==> src/rtl/angle_cmd_sender.sv <==
// rtl/angle_cmd_sender.sv - shoot pulse then two-byte angle command into a uart_tx handshake
// Frame: shoot high SHOOT_CYCLES, high byte, GAP_CYCLES idle, low byte; aborts if tx_busy never rises.
module angle_cmd_sender #(
  parameter int SHOOT_CYCLES = 24,
  parameter int GAP_CYCLES   = 240,
  parameter int BUSY_TIMEOUT = 1024
) (
  input  logic        clk,
  input  logic        reset,
  input  logic        msg_valid,
  input  logic [15:0] msg_data,
  output logic        msg_ready,
  output logic        start_tx,
  output logic [7:0]  data_to_tx,
  input  logic        tx_busy,
  output logic        shoot,
  output logic        done,
  output logic        timeout_err
);

  localparam int MAX_A = (SHOOT_CYCLES > GAP_CYCLES) ? SHOOT_CYCLES : GAP_CYCLES;
  localparam int MAX_P = (MAX_A > BUSY_TIMEOUT) ? MAX_A : BUSY_TIMEOUT;
  localparam int CW    = $clog2(MAX_P) + 1;

  localparam logic [CW-1:0] SHOOT_LAST = CW'(SHOOT_CYCLES - 1);
  localparam logic [CW-1:0] GAP_LAST   = CW'(GAP_CYCLES - 1);
  localparam logic [CW-1:0] BUSY_LAST  = CW'(BUSY_TIMEOUT - 1);
  localparam logic [CW-1:0] CNT_MAX    = {CW{1'b1}};

  typedef enum logic [2:0] {
    IDLE, ARM, HI_ACK, HI_TX, GAP, LO_ACK, LO_TX
  } state_t;

  state_t          state, state_d;
  logic [CW-1:0]   cnt, cnt_d;
  logic [15:0]     latch, latch_d;
  logic [7:0]      data_d;
  logic            shoot_d, start_d, done_d, tout_d;

  assign msg_ready = (state == IDLE);

  always_ff @(posedge clk or negedge reset) begin
    if (!reset) begin
      state       <= IDLE;
      cnt         <= '0;
      latch       <= '0;
      data_to_tx  <= '0;
      shoot       <= 1'b0;
      start_tx    <= 1'b0;
      done        <= 1'b0;
      timeout_err <= 1'b0;
    end else begin
      state       <= state_d;
      cnt         <= cnt_d;
      latch       <= latch_d;
      data_to_tx  <= data_d;
      shoot       <= shoot_d;
      start_tx    <= start_d;
      done        <= done_d;
      timeout_err <= tout_d;
    end
  end

  always_comb begin
    state_d = state;
    cnt_d   = (cnt == CNT_MAX) ? cnt : cnt + 1'b1;
    latch_d = latch;
    data_d  = data_to_tx;
    shoot_d = 1'b0;
    start_d = 1'b0;
    done_d  = 1'b0;
    tout_d  = 1'b0;
    case (state)
      IDLE: begin
        cnt_d = '0;
        if (msg_valid) begin
          latch_d = msg_data;
          shoot_d = 1'b1;
          state_d = ARM;
        end
      end
      ARM: begin
        shoot_d = 1'b1;
        if (cnt == SHOOT_LAST) begin
          shoot_d = 1'b0;
          data_d  = latch[15:8];
          start_d = 1'b1;
          cnt_d   = '0;
          state_d = HI_ACK;
        end
      end
      // busy already high on the start_tx cycle is taken as the acknowledge
      HI_ACK, LO_ACK: begin
        if (tx_busy) begin
          state_d = (state == HI_ACK) ? HI_TX : LO_TX;
        end else if (cnt == BUSY_LAST) begin
          tout_d  = 1'b1;
          state_d = IDLE;
        end
      end
      HI_TX: begin
        if (!tx_busy) begin
          cnt_d   = '0;
          state_d = GAP;
        end
      end
      GAP: begin
        if (cnt == GAP_LAST) begin
          data_d  = latch[7:0];
          start_d = 1'b1;
          cnt_d   = '0;
          state_d = LO_ACK;
        end
      end
      LO_TX: begin
        if (!tx_busy) begin
          done_d  = 1'b1;
          state_d = IDLE;
        end
      end
      default: state_d = IDLE;
    endcase
  end

endmodule

==> config.mk <==
export PLATFORM = sky130hd
export DESIGN_NAME = angle_cmd_sender
export DESIGN_NICKNAME = d
export VERILOG_FILES = /design/src/rtl/angle_cmd_sender.sv
export SDC_FILE = /design/constraint.sdc
export NUM_CORES = 1
export LEC_CHECK = 0
export CORE_MARGIN = 2
export CORE_UTILIZATION = 37
export DETAILED_ROUTE_END_ITERATION = 8
export SETUP_SLACK_MARGIN = 0.4
export SYNTH_ARGS = -nofsm -noshare
export SYNTH_HDL_FRONTEND = slang
export SYNTH_SLANG_ARGS = --single-unit
==> constraint.sdc <==
create_clock -name clk -period 2.6 [get_ports clk]
set_input_delay 0.52 -clock clk [delete_from_list [all_inputs] [get_ports clk]]
set_output_delay 0.52 -clock clk [all_outputs]
set_load 0.1 [all_outputs]
Word-level counts from Yosys, hierarchy flattened
Cells that the tools add are included.
{ "totals": {"reg_bits": 42, "in_bits": 20, "output_inout_bits": 13, "wordCells": 59} }
{ "classes": {"n_addsub": 1, "eq_ne": 16, "muxes": 28, "reduce_logical": 6} }
{ "ops": {"columns": ["operator", "count"], "rows": [
  ["$mux 11", 4],
  ["$pmux 11 s4", 1],
  ["$mux 3", 8],
  ["$pmux 3 s6", 1],
  ["$mux 8", 2],
  ["$pmux 8 s2", 1],
  ["$add 11x1->11 const B", 1],
  ["$eq 11x10->1 const B", 1],
  ["$eq 11x11->1 const B", 1],
  ["$eq 11x5->1 const B", 1],
  ["$eq 11x8->1 const B", 1],
  ["$ne 2x2->1 const B", 5],
  ["$eq 3x3->1 const B", 3],
  ["$mux 1", 9],
  ["$eq 3x2->1 const B", 2],
  ["$reduce_and 6->1", 1],
  ["$pmux 1 s2", 2],
  ["$eq 3x1->1 const B", 1],
  ["$logic_not 3->1", 1],
  ["$ne 3x3->1 const B", 1],
  ["$reduce_and 3->1", 1],
  ["$reduce_and 2->1", 1],
  ["$reduce_bool 2->1", 1],
  ["$reduce_or 2->1", 1]
]} }

Logic depth before layout (Yosys ltp)
{ "logic_depth": {"word_depth": 4, "ltp_mapped": 8} }

Least setup slack after synthesis
OpenSTA, ideal clock, no wires.
{ "synth_timing": {"path_type": "reg2reg", "start": "reg state[2]", "end": "reg latch[10]", "setup_time_ps": 125, "arrival_time_ps": 3844, "required_time_ps": 2475, "setup_slack_ps": -1369, "path_stages_with_launch": 7, "period_less_slack_ps": 3969, "path_cell_list": "dfrtp_1 buf_6 nor3_1 and2_1 clkbuf_1 buf_2 mux2_2"} }
{ "synth_via": {"elab_chain_cells": 2} }
{ "synth_lines": {"columns": ["element", "line", "source"], "rows": [
  ["start: declaration", "34", "state_t state, state_d;"],
  ["start signal: assignment", "53", "state <= state_d;"],
  ["$logic_not 3->1", null, null],
  ["via msg_ready", "12", "output logic msg_ready,"],
  ["$reduce_and 2->1 (no source line)", null, null],
  ["end signal: assignment", "55", "latch <= latch_d;"],
  ["end: declaration", "36", "logic [15:0] latch, latch_d;"]
]} }
The timed path passes the listed nets, and every way through them passes these cells.
A chain may end at the register's enable or synchronous reset.

Final worst setup path
{ "layout_timing": {"start": "reg cnt[3]", "end": "reg state[1]"} }
{ "layout_via": {"elab_chain_cells": 3} }
{ "layout_lines": {"columns": ["element", "line", "source"], "rows": [
  ["start: declaration", "35", "logic [CW-1:0] cnt, cnt_d;"],
  ["start signal: assignment", "54", "cnt <= cnt_d;"],
  ["$eq 11x10->1, or another cell as far along", "96", "end else if (cnt == BUSY_LAST) begin"],
  ["$ne 3x3->1 (no source line) or $ne 2x2->1 (tied branches)", null, null],
  ["$reduce_and 6->1 (no source line) (*)", null, null]
]} }
Mark *: on every way between the ends. The rest lies on a longest branch, timed or not.

==> summary.txt <==
Worst setup path
  – Critical path data arrival time: 2330 ps
  – Critical Path RT: 2780 ps
  – Setup crit end kind: flop
  – Type of the worst setup path: flop to flop
  – Critical path startpoint category: flop
  – Worst Path Buf+Inv: 0
  – CP top delay family: compound AO/OA/AOI/OAI gates
  – Crit-path max FO: 7
  – Slowest stage cell, crit path: or4b_4
  – Crit-path cells: or4b_4, o41ai_4, nand2_2, o41a_1, a41o_1
  – Critical Path Max Stage Delay: 560 ps

Logic synthesis
  – Async SR Flop Fraction: between 90% and 100%
  – Library cells used by synthesis: 42
  – Synth Cell Area: 0.00203 mm2
  – Most common library cells after synthesis: dfrtp_1, nor2_1, mux2_2
  – Seq cells post-synth: 42
  – Ys Warns: 0
  – Synthesized area per cell: roughly 11 um2
  – Syn_nets: 200
  – Leading post-synthesis cells by cell area: dfrtp_1, mux2_2, mux2i_1
  – Yosys top cell by area: dfrtp_1
  – Yosys top cell area share: 51.7%
  – Top FF cell, synth: dfrtp_1
  – Post-synth EDFFs: 0
  – Top-count cell post-synth: dfrtp_1
  – Sequential cell area fraction in the yosys report: 51.7%
  – Post-Syn Instances: 179

Finish
  – Layout fillers: approximately 480
  – Ant diodes: 0
  – Area Overhead vs Synth: 28.7%
  – Share of layout cells above drive strength 1: 29.3%
  – Post-layout nets: 242
  – Design Area, Final: 0.00262 mm2

Route
  – Vias: around 1500
  – Avg Vias per Cell: just over 5
  – Antenna-violating nets left: 0
  – 1st-iter DRT viols: 41
  – Drt pass-1 iters: 4
  – WL/cell: 13.6 um
  – Detailed-route DRC error count: 0
  – Final wirelength: about 4.0 mm

STA
  – Hold Vio Cnt, Final: 0
  – Slew HR: 65.4%
  – Total negative slack: 0 ps
  – Worst-Margin Slew: slightly above 500 ps
  – Slew Viols, Final: 0
  – Unrepaired setup endpoints after global routing: no
  – Tmin final: between 2000 and 2500 ps
  – Max Clk Rate: 464 MHz
  – Period Utilization, post-route: 82.9%
  – Skew final: 3.09 ps
  – Endpoints failing setup: 0

Global route
  – Grt total ovfl: 0
  – First-pass GRT wire length: 6.80 mm
  – Tot GR Track Use: ~14%
  – Pin count of the biggest net entering global routing: 43
  – Number of global-route vias before repair: 1407
  – Initial antenna violation count: 0

Power and ir drop
  – PD cells: 981 mW/mm2
  – Leakage: roughly 1.1 nW
  – Worst vdd ir: 0.397 mV

Die
  – DIE AREA: 0.00610 mm2
  – Row cnt: 26
  – Die height: approximately 80 um
  – Num ports: 33
  – Die width: 78.1 um
  – Core area: 0.00520 mm2
  – Starting density of the core: 39.1%

Run status
  – Status: completed

Placement
  – # port buffers: 32
  – GPL Wtd Cong: between 0.7 and 0.8
  – Post-DP Area: 0.00242 mm2
  – Detail Placement HPWL: between 2 and 3 mm

Clock tree
  – CTS Buf Count: 5
  – Htree depth: 2
  – Clock sink total: 42
  – Clk buf depth: 2
  – CTS tree: built
  – Root buffer cell: clkbuf_8
  – Clock transition at path regs: 80 ps
  – Clk Latency, worst-skew pair: about 290 ps

Flow run
  – Max cap viols: 0

Min path
  – Hold crit path type: input port to asynchronous set/reset pin
[timing repair]
action | 4_1_cts | 5_1_grt
endpoints found under the hold margin | 0 | 0
pin swaps | 1 | 3
endpoints found under the setup margin | 6 | 17
resized for setup | 1 | 6
hold buffers | 0 | 0
setup buffers | 1 | 4
[area by class of cell]
class	instances	area, um2	share of cell area, %
clock buffer	6	72.6	2.77
clock inverter	2	37.5	1.43
multi-input combinational	123	962	36.8
inverter	5	18.8	0.717
timing repair buffer	44	385	14.7
sequential	42	1050	40.2
tap	70	87.6	3.35
[registers in the layout, summed over array words and instances, names as in the netlist]
| register | cells |
|---|---|
| cnt | 11 |
| data_to_tx | 8 |
| done | 1 |
| latch | 16 |
| shoot | 1 |
| start_tx | 1 |
| state | 3 |
| timeout_err | 1 |
[kinds of logic after synthesis]
| logic type | count (synthesis) | share of synthesized area, % |
|---|---|---|
| buffers and inverters | 14 | 5.05 |
| AO/OA/AOI/OAI | 29 | 10.0 |
| multiplexers | 29 | 15.3 |
| XOR/XNOR | 3 | 1.29 |
| AND/OR/NAND/NOR | 61 | 16.0 |
| flip-flops | 42 | 51.7 |
| adder cells (fa/ha/maj) | 1 | 0.615 |
[stage by stage]
step | util (%) | cells | hold WS, ps | total power, mW | setup slack, ps
after detailed placement | 46.5 | 279 | 496 | 2.02 | 348
final | 50.3 | 292 | 282 | 2.57 | 446
after global routing | 50.3 | 292 | 345 | 2.73 | 376
after CTS | 49.1 | 288 | 302 | 2.55 | 430
after floorplan | - | 179 | 224 | 1.82 | 280
after global placement | 46.5 | 279 | 490 | 2.01 | 405
[cells in the final DEF (no fill, tap or decap), types with 2 or more instances in the layout]
cell type / count
dfrtp_1: 41
nor2_1: 21
mux2_4: 9
a21oi_1: 10
clkdlybuf4s50_1: 18
mux2_2: 8
nor3_4: 2
nor3b_1: 2
nand4_1: 4
and3_1: 2
clkbuf_8: 5
nand2_1: 5
o21ai_0: 6
a31oi_1: 3
nand3_1: 6
xor2_1: 3
buf_4: 24
nand2b_1: 2
nor3_1: 4
mux2i_1: 12
inv_1: 5
[routing by layer]
| metal | global-route usage, % | wire [um] | vias to the layer above |
|---|---|---|---|
| li1 | - | - | 731 |
| met1 | 20.4 | 1960 | 712 |
| met2 | 20.1 | 1750 | 39 |
| met3 | 3.68 | 217 | 5 |
| met4 | 4.21 | 36 | 0 |
| met5 | 0 | 0 | - |
[worst paths after layout]
path	startpoint	to	slack [ps]	cells past startpoint
max	cnt[3]$_DFF_PN0_	state[1]$_DFFE_PN0P_	450	5
min	reset	latch[6]$_DFFE_PN0P_	280	2
max reg2reg	cnt[3]$_DFF_PN0_	state[1]$_DFFE_PN0P_	450	5
min reg2reg	latch[0]$_DFFE_PN0P_	latch[0]$_DFFE_PN0P_	510	1
max in group asynchronous	reset	cnt[3]$_DFF_PN0_	1930	2
min in group clk	latch[0]$_DFFE_PN0P_	latch[0]$_DFFE_PN0P_	510	1
[power by group]
| group | switching, mW | internal [mW] | total [mW] |
|---|---|---|---|
| Clock | 0.224 | 0.287 | 0.511 |
| Combinational | 0.588 | 0.525 | 1.11 |
| Sequential | 0.104 | 0.838 | 0.942 |
Note: power is estimated with default switching activity, not from simulation.
